<file path="config.mk">
export PLATFORM = sky130hd
export DESIGN_NAME = cv32e40p_div
export DESIGN_NICKNAME = d
export VERILOG_FILES = /design/src/rtl/cv32e40p_div.sv
export SDC_FILE = /design/constraint.sdc
export NUM_CORES = 1
export LEC_CHECK = 0
export BUFFER_PORTS_ARGS = -buffer_cell sky130_fd_sc_hd__buf_2
export CAP_MARGIN = 20
export CORE_MARGIN = 2
export CORE_UTILIZATION = 38
export DETAILED_ROUTE_END_ITERATION = 6
export PLACE_DENSITY = 0.52
export SLEW_MARGIN = 10
export SYNTH_ARGS = -nofsm -noshare
export SYNTH_HDL_FRONTEND = slang
export SYNTH_SLANG_ARGS = --single-unit
</file>
<file path="constraint.sdc">
create_clock -name clk -period 4.2 [get_ports clk]
set_clock_uncertainty 0.05 [all_clocks]
set_input_delay 0.42 -clock clk [delete_from_list [all_inputs] [get_ports clk]]
set_output_delay 0.42 -clock clk [all_outputs]
set_load 0.02 [all_outputs]
</file>
<file path="src/rtl/cv32e40p_div.sv">
// Iterative radix-2 restoring divider for RV32M DIV/DIVU/REM/REMU.
// Uses the EX-stage multicycle handshake; divide-by-zero and overflow can resolve in the issue cycle.
module cv32e40p_div #(
  parameter bit EARLY_OUT = 1'b1
) (
  input  logic        clk,
  input  logic        rst_n,
  input  logic        enable_i,
  input  logic [1:0]  operator_i,
  input  logic [31:0] op_a_i,
  input  logic [31:0] op_b_i,
  output logic [31:0] result_o,
  output logic        multicycle_o,
  output logic        ready_o,
  input  logic        ex_ready_i
);

  typedef enum logic [1:0] {IDLE, BUSY, FINISH} state_t;

  state_t      state_reg, state_next;
  logic [31:0] dividend_reg, divisor_reg, quot_reg, rem_reg;
  logic [4:0]  cnt_reg;
  logic        rem_sel_reg, neg_q_reg, neg_r_reg;

  logic        is_signed, b_zero, ovf, special, start;
  logic [31:0] a_mag, b_mag, special_result;
  logic [32:0] r_shift;
  logic        q_bit;
  logic [31:0] r_sub, q_final, r_final;

  // Issue-cycle decode from the live inputs
  assign is_signed = ~operator_i[0];
  assign a_mag     = (is_signed && op_a_i[31]) ? -op_a_i : op_a_i;
  assign b_mag     = (is_signed && op_b_i[31]) ? -op_b_i : op_b_i;
  assign b_zero    = (op_b_i == 32'h0);
  assign ovf       = is_signed && (op_a_i == 32'h8000_0000) && (op_b_i == 32'hFFFF_FFFF);
  assign special   = EARLY_OUT && (b_zero || ovf);

  always_comb begin
    special_result = 32'h0;
    if (operator_i[1])
      special_result = b_zero ? op_a_i : 32'h0;
    else
      special_result = b_zero ? 32'hFFFF_FFFF : 32'h8000_0000;
  end

  // The stored remainder is always below the divisor, so 32 bits hold it;
  // only the shifted trial value needs the extra bit.
  assign r_shift = {rem_reg, dividend_reg[31]};
  assign q_bit   = (r_shift >= {1'b0, divisor_reg});
  assign r_sub   = r_shift[31:0] - divisor_reg;

  assign q_final = neg_q_reg ? -quot_reg : quot_reg;
  assign r_final = neg_r_reg ? -rem_reg  : rem_reg;

  always_ff @(posedge clk or negedge rst_n) begin
    if (!rst_n) state_reg <= IDLE;
    else        state_reg <= state_next;
  end

  always_comb begin
    state_next   = state_reg;
    ready_o      = 1'b1;
    multicycle_o = 1'b0;
    result_o     = 32'h0;
    start        = 1'b0;
    case (state_reg)
      IDLE: begin
        if (enable_i) begin
          if (special) begin
            result_o = special_result;
          end else begin
            start      = 1'b1;
            ready_o    = 1'b0;
            state_next = BUSY;
          end
        end
      end
      BUSY: begin
        ready_o      = 1'b0;
        multicycle_o = 1'b1;
        if (cnt_reg == 5'd0) state_next = FINISH;
      end
      FINISH: begin
        result_o = rem_sel_reg ? r_final : q_final;
        if (ex_ready_i) state_next = IDLE;
      end
      default: state_next = IDLE;
    endcase
  end

  // A zero divisor keeps the quotient unsigned so the iterated result is all ones
  always_ff @(posedge clk or negedge rst_n) begin
    if (!rst_n) begin
      dividend_reg <= 32'h0;
      divisor_reg  <= 32'h0;
      quot_reg     <= 32'h0;
      rem_reg      <= 32'h0;
      cnt_reg      <= 5'd0;
      rem_sel_reg  <= 1'b0;
      neg_q_reg    <= 1'b0;
      neg_r_reg    <= 1'b0;
    end else if (start) begin
      dividend_reg <= a_mag;
      divisor_reg  <= b_mag;
      quot_reg     <= 32'h0;
      rem_reg      <= 32'h0;
      cnt_reg      <= 5'd31;
      rem_sel_reg  <= operator_i[1];
      neg_q_reg    <= is_signed && (op_a_i[31] ^ op_b_i[31]) && !b_zero;
      neg_r_reg    <= is_signed && op_a_i[31];
    end else if (state_reg == BUSY) begin
      dividend_reg <= {dividend_reg[30:0], 1'b0};
      quot_reg     <= {quot_reg[30:0], q_bit};
      rem_reg      <= q_bit ? r_sub : r_shift[31:0];
      cnt_reg      <= cnt_reg - 5'd1;
    end
  end

endmodule
</file>
**After elaboration in Yosys (flattened, before gate mapping)**

Cells that the tools add are included.

- Muxes and demuxes: 32
- Reduce and logical (&&, ||, !) cells: 13
- Order comparisons: 1
- Bitwise logic cells: 2
- Equal/unequal tests: 8
- Add/subtract/negate cells: 6

Operators by type and width:

| cell | number |
|---|---|
| $mux 32 | 16 |
| $neg 32->32 | 4 |
| $eq 32x32->1 const B | 2 |
| $pmux 32 s2 | 1 |
| $ge 33x32->1 | 1 |
| $logic_not 32->1 | 1 |
| $sub 32x32->32 | 1 |
| $mux 31 | 1 |
| $mux 5 | 2 |
| $mux 2 | 4 |
| $ne 2x2->1 const B | 4 |
| $logic_and 1x1->1 | 6 |
| $mux 1 | 6 |
| $pmux 2 s3 | 1 |
| $logic_not 5->1 | 1 |
| $sub 5x1->5 const B | 1 |
| $reduce_and 4->1 | 1 |
| $eq 2x1->1 const B | 1 |
| $eq 2x2->1 const B | 1 |
| $logic_not 2->1 | 1 |
| $pmux 1 s2 | 1 |
| $reduce_bool 2->1 | 1 |
| $logic_not 1->1 | 1 |
| $logic_or 1x1->1 | 1 |
| other kinds (2) | 2 |

- Output and inout bits: 34
- Input bits: 70
- Logic and storage cells: 71
- Register bits after elaboration: 138

**Depth between registers and ports, before layout**

Gate-level depths: netlist of run 1.

- Depth after elaboration: 8
- Gate-level depth with buffers: 14
- Gate-level depth less buffers: 13

**Worst setup path after synthesis of run 1**

No wires, ideal clock.

- Path type: input to output
- Start: in op_b_i[22]
- End: out result_o[30]
- Arrival: 2932 ps
- Data required time: 3730 ps
- Path buffers: 1
- Path slack: 798 ps
- Stages on the path: 9
- Cell sequence: or4_4 -> or4_4 -> or3_1 -> or3_4 -> nor2_1 -> clkbuf_1 -> o21ai_0 -> o211a_1 -> o21ai_0

- Word-level cells in the longest chain between the ends: 6
- Elaborated cells on any way between the ends: 10
- Classes of those cells: eq/ne: 1; mux: 6; reduce/logical: 3

Ends and longest elaborated chain:

| item | line | RTL |
|---|---|---|
| start, declared | 11 | `input logic [31:0] op_b_i,` |
| $logic_not 32->1 / $eq 32x32->1 (equally long branches) | 35, 36 |  |
| $mux 31 (tied with other cells) | 44 | `special_result = b_zero ? 32'hFFFF_FFFF : 32'h8000_0000;` |
| $mux 32 / $logic_or 1x1->1 (equally long branches) | 41, 37 |  |
| $mux 32 * | 70 | `if (special) begin` |
| $mux 32 * | 69 | `if (enable_i) begin` |
| $pmux 32 s2 * | 67 | `case (state_reg)` |
| end, declared | 12 | `output logic [31:0] result_o,` |

Mark *: on every way between the ends. The rest lies on a longest branch, timed or not.

**Final worst setup path of run 1**

- Start: reg rem_reg[13]
- End: out result_o[31]

- Word-level cells in the longest chain between the ends: 4

Ends and longest elaborated chain:

| item | line | RTL |
|---|---|---|
| start, declared | 21 | `logic [31:0] dividend_reg, divisor_reg, quot_reg, rem_reg;` |
| start signal, assigned | 115 | `rem_reg <= q_bit ? r_sub : r_shift[31:0];` |
| $neg 32->32 | 54 | `assign r_final = neg_r_reg ? -rem_reg : rem_reg;` |
| $mux 32 | 54 |  |
| $mux 32 | 85 | `result_o = rem_sel_reg ? r_final : q_final;` |
| $pmux 32 s2 | 67 |  |

No other way between the ends.

==> results.toml, run 1 <==
[clocking]
numCtsBuffers = 17
clock_path_buffers = 2
clk_pin_slew_ns = 0.07
ctsHtreeMaxLevel = 4
cts_hold_buf = 0
clk_latency_ns = 0.43
postCtsSetupBuffers = 0
cts.sinks = 138
cts_tree = "built"
cts_root_buffer = "clkbuf_16"
cts_resized = 0

[routing]
viasPerCell = 5.50
antenna_left = 0
drc_errors = 0
wl_per_cell_um = 18.6
wirelength_um = 32300
vias = 9583
drtPass1Iterations = 5
drtIter0Drc = 704

[setup_path]
endpoint = "result_o[31]"
timing.rr.start = "rem_reg[8]"
path_max_fanout = 6
crit_family = "simple AND/OR/NAND/NOR gates"
cp_num_buf_inv = 1
crit_path_cell_trace = "or4_1 > nor4bb_2 > nand2_1 > or3_4 > o31ai_1 > xnor2_1 > a22oi_2 > o21ai_0 > buf_2"
cp-start-kind = "register"
rr_worst_depth = 11
r2r_slack_ns = 0.70
r2r_end = "rem_reg[30]"
crit_path_end_kind = "output port"
cp_data_required_time_ns = 3.73
worst-setup-path-type = "register to output port"
crit_path_top_delay_cell = "or4_1"
arrival_ns = 3.49
crit_cells = 9
cp-startpoint = "rem_reg[13]"
critPathMaxStageDelay_ns = 0.61

[run]
drv_cap = 0

[synthesis]
synth_area_leaders = "dfrtp_1, o21ai_0, xnor2_1"
syn-num-nets = 1391
synth_common_cells = "o21ai_0, dfrtp_1, nand2_1"
synth_flop_cell = "dfrtp_1"
synth_seq_cells = 138
synth_top_area_share = 0.325
yosysMostFrequentCell = "o21ai_0"
ys_seq_area_frac = 0.325
synth_area_um2 = 10600
synth_top_area_cell = "dfrtp_1"
synth-edff-count = 0
yosys_warnings = 0
async_flop_share = 1.00
synthCells = 1281
synthDistinctLibCells = 65
syn_area_per_cell_um2 = 8.29

[grt]
globalRouteMet2Util = 0.363
grt_use_total = 0.227
gr-total-overflow = 0
grt_util_met3 = 0.0405
grt_pass1_wl_um = 51800
grt_pass1_vias = 9305
global_route.usage.met1 = 0.313
grt.busiest_layer = "met2"
grt_max_degree = 78
antenna_found_initial = 0

[floorplanning]
start_util = 0.384
dieArea_um2 = 29300
die_w_um = 171
core-area_um2 = 27600
fp-row-count = 61
pin_count = 104
chipHeight_um = 171

[finish]
antenna_cells = 0
nFillCells = 2825
drive_above_1_share = 0.133
fin_cells = 1743
fin_nets = 1462
area_delta_synth_final_pct = 13.4

[sta]
rsz0062_at_grt = "false"
final.period_utilization = 0.944
hold_violations = 14
setup_tns_ns = 0
max_freq_mhz = 252
min_period_ns = 3.96
setup_violations = 0
worstMarginPinSlew_ns = 1.02
slew_headroom = 0.320
final_max_slew_viol_count = 0
hold_slack_ns = -0.0273

[worst_hold_path]
hp-class = "primary input to asynchronous set/reset pin"

[placed_design]
hpwl_um = 24200
place_inst = 1711
gp_congestion = 0.901
io_buffers = 103

[power_and_ir_drop]
power_density_nw_per_um2 = 800
worst_ir_drop_vdd_mv = 0.391
p_leak_nw = 5.08

[status]
status = "complete, but fails checks"
violations = "negative hold slack"
## kinds of logic (layout without fill, tap and decap cells)
group	after synthesis	in the layout	synth area share
AO/OA/AOI/OAI	415	415	0.257
XOR/XNOR	149	149	0.123
adder cells (fa/ha/maj)	40	40	0.0478
buffers and inverters	132	216	0.0575
flip-flops	138	138	0.325
multiplexers	11	11	0.0104
AND/OR/NAND/NOR	396	396	0.179
## where the power goes
group	switching, mW	total [mW]	internal [mW]
Clock	0.637	1.53	0.894
Sequential	0.739	2.70	1.96
Combinational	3.10	5.40	2.30
## cells in the final DEF (no fill, tap or decap), types with 30 or more instances in the layout
cell type  instances
nand3_1           35
a22o_1            30
o21ai_0          144
nand2_1          123
inv_1             59
a21oi_1           79
ha_1              39
nor2_1           103
xnor2_1           75
dfrtp_1          138
buf_2            102
xor2_1            74
o31ai_1           31
## layout make-up
cell class              count  area, um^2  share of cell area
repair buffers            124         708              0.0588
multi-input cells        1011        6590               0.548
clock buffers              19         443              0.0368
inverters                  60         225              0.0187
clock inverters            13         145              0.0121
flip-flops and latches    138        3450               0.287
well taps                 378         473              0.0393
## per-layer routing
metal / up-vias / part of all wire
li1: 4799 / -
met1: 4501 / 0.47
met2: 246 / 0.45
met3: 37 / 0.048
met4: 0 / 0.025
met5: - / 0
## how the worst min path moves through the flow
stage	start	to	slack [ns]	cells after the start
2_1_floorplan	rst_n	cnt_reg[0]	0.07	0
3_3_place_gp	divisor_reg[23]	divisor_reg[23]	0.41	2
3_5_place_dp	divisor_reg[28]	divisor_reg[28]	0.42	2
4_1_cts	rst_n	dividend_reg[8]	0.01	1
5_1_grt	rst_n	dividend_reg[6]	0.02	1
6_report	rst_n	dividend_reg[7]	-0.03	1
## per-stage QoR
stage	area, um^2	worst slack [ns]	util	power, mW
3_5_place_dp	11400	0.223	0.414	8.08
3_3_place_gp	11400	0.250	0.413	8.02
5_1_grt	12000	0.00195	0.436	10.5
4_1_cts	12000	0.0180	0.435	9.64
2_1_floorplan	10600	0.798	-	6.68
6_report	12000	0.236	0.436	9.63
Note: power is estimated with default switching activity, not from simulation.
==> run 2: changes to the inputs <==
--- a/constraint.sdc
+++ b/constraint.sdc
@@ -3,3 +3,3 @@
 set_input_delay 0.42 -clock clk [delete_from_list [all_inputs] [get_ports clk]]
 set_output_delay 0.42 -clock clk [all_outputs]
-set_load 0.02 [all_outputs]
+set_load 0.1 [all_outputs]
==> run 2 against run 1 <==
Register-to-register slack got worse by 0.09 ns. Combinational power increased by 3%. Die area did not move. The flow still finishes with violations (negative hold slack). Wire length fell by 1.0%. Highest routed layer unchanged. Hold slack gained 0.020 ns. Critical endpoint unchanged. Cell count rose by 0.29%. Clock-buffer cell count unchanged. Global-route usage is 0.18 points lower. Sequential share of layout area decreased by 1.1 points.
==> results.toml, run 2 (synthesis gave the netlist of run 1 again) <==
[status]
status = "complete, but fails checks"
violations = "negative hold slack"

[setup_path]
cp_data_required_time_ns = 3.73
crit_path_end_kind = "output port"
rr_worst_depth = 11
r2r_slack_ns = 0.61
timing.rr.start = "rem_reg[8]"
cp-start-kind = "register"
arrival_ns = 3.55
path_max_fanout = 6
r2r_end = "rem_reg[30]"
worst-setup-path-type = "register to output port"
cp-startpoint = "rem_reg[13]"

[sta]
final.period_utilization = 0.958
worstMarginPinSlew_ns = 1.01
max_freq_mhz = 249
min_period_ns = 4.02
slew_headroom = 0.326
rsz0062_at_grt = "false"
setup_tns_ns = 0
setup_violations = 0
hold_slack_ns = -0.00725
hold_violations = 7
final_max_slew_viol_count = 0

[power_and_ir_drop]
p_sw_frac = 0.472
p_comb_frac = 0.576
power.share.clock = 0.147
power_density_nw_per_um2 = 768
p_leak_nw = 5.17
seqPwrFrac = 0.277
worst_ir_drop_vdd_mv = 0.371
internal-power_mw = 5.08
p_sw_mw = 4.54

[finish]
area_delta_synth_final_pct = 18.0
final_area_um2 = 12500
drive_above_1_share = 0.136
fin_nets = 1467
antenna_cells = 0
final_common_cell = "dfrtp_1"
final_cell_mix = "dfrtp_1, o21ai_0, nand2_1"

[placed_design]
gp_congestion = 0.903
hpwl_um = 24500
place_area_um2 = 12000
io_buffers = 103

[clocking]
cts_hold_buf = 0
numCtsBuffers = 17
ctsHtreeMaxLevel = 4
cts.sinks = 138
clock_path_buffers = 2
cts_tree = "built"
clk_latency_ns = 0.43
cts_root_buffer = "clkbuf_16"
cts_resized = 0
clk_pin_slew_ns = 0.07
postCtsSetupBuffers = 0

[routing]
vias = 9707
drc_errors = 0
drtIter0Drc = 741
viasPerCell = 5.55
wirelength_um = 32000
drtPass1Iterations = 5
antenna_left = 0
wl_per_cell_um = 18.3

[floorplanning]
pin_count = 104
start_util = 0.384
dieArea_um2 = 29300
chipHeight_um = 171
core-area_um2 = 27600
fp-row-count = 61
die_w_um = 171

[grt]
grt_pass1_vias = 9237
grt_pass1_wl_um = 51400
grt_max_degree = 84
grt_use_total = 0.226
gr-total-overflow = 0
antenna_found_initial = 0

[run]
drv_cap = 0

[worst_hold_path]
hp-class = "primary input to asynchronous set/reset pin"
-- run 2: per-stage QoR --
| stage | hold slack (ns) | worst slack [ns] | instances | utilization | power [mW] |
|---|---|---|---|---|---|
| global placement | 0.414 | 0.387 | 1716 | 0.433 | 8.14 |
| CTS | 0.0206 | 0.0273 | 1748 | 0.453 | 9.64 |
| finish | -0.00725 | 0.178 | 1748 | 0.454 | 9.62 |
| global route | 0.0539 | 0.0253 | 1748 | 0.454 | 10.5 |
| floorplan | 0.0744 | 0.0118 | 1281 | - | 6.75 |
| detailed placement | 0.421 | 0.375 | 1716 | 0.433 | 8.18 |
-- run 2: area by class of cell --
class / instances / area [um^2]
Multi-Input combinational cell: 1011 / 6600
Clock buffer: 19 / 453
Clock inverter: 13 / 95.1
Inverter: 60 / 225
Fill cell: 2771 / 15100
Timing Repair Buffer: 129 / 1230
Tap cell: 378 / 473
Sequential cell: 138 / 3450
-- run 2: how the worst max path moves through the flow --
stage | endpoint | slack, ns | cells after the start
floorplan | result_o[20] | 0.01 | 8
global placement | result_o[30] | 0.39 | 11
detailed placement | result_o[30] | 0.38 | 11
CTS | result_o[31] | 0.03 | 9
global route | result_o[18] | 0.03 | 9
finish | result_o[31] | 0.18 | 9
-- run 2: power by group through the flow --
| stage | Clock, mW | Sequential, mW | Combinational (mW) |
|---|---|---|---|
| floorplan | 0 | 2.42 | 4.32 |
| global placement | 0 | 2.67 | 5.47 |
| detailed placement | 0 | 2.67 | 5.51 |
| CTS | 1.45 | 2.66 | 5.54 |
| global route | 1.51 | 2.77 | 6.24 |
| finish | 1.42 | 2.66 | 5.54 |
-- run 2: worst max-delay path, cell delays in order (launching register included) --
cell and delay [ns]:
dfrtp_1 0.45, or4_1 0.60, nor4bb_1 0.37, nand2_1 0.18, or3_1 0.43, o31ai_1 0.30, xnor2_1 0.13, a22oi_1 0.28
o21ai_1 0.13, buf_4 0.28
-- run 2: metal layers --
| layer | routed length [um] | global-route usage |
|---|---|---|
| met3 | 1530 | 0.0283 |
| met5 | 0 | 0 |
| met4 | 1110 | 0.0973 |
| met2 | 14300 | 0.351 |
| met1 | 15100 | 0.316 |
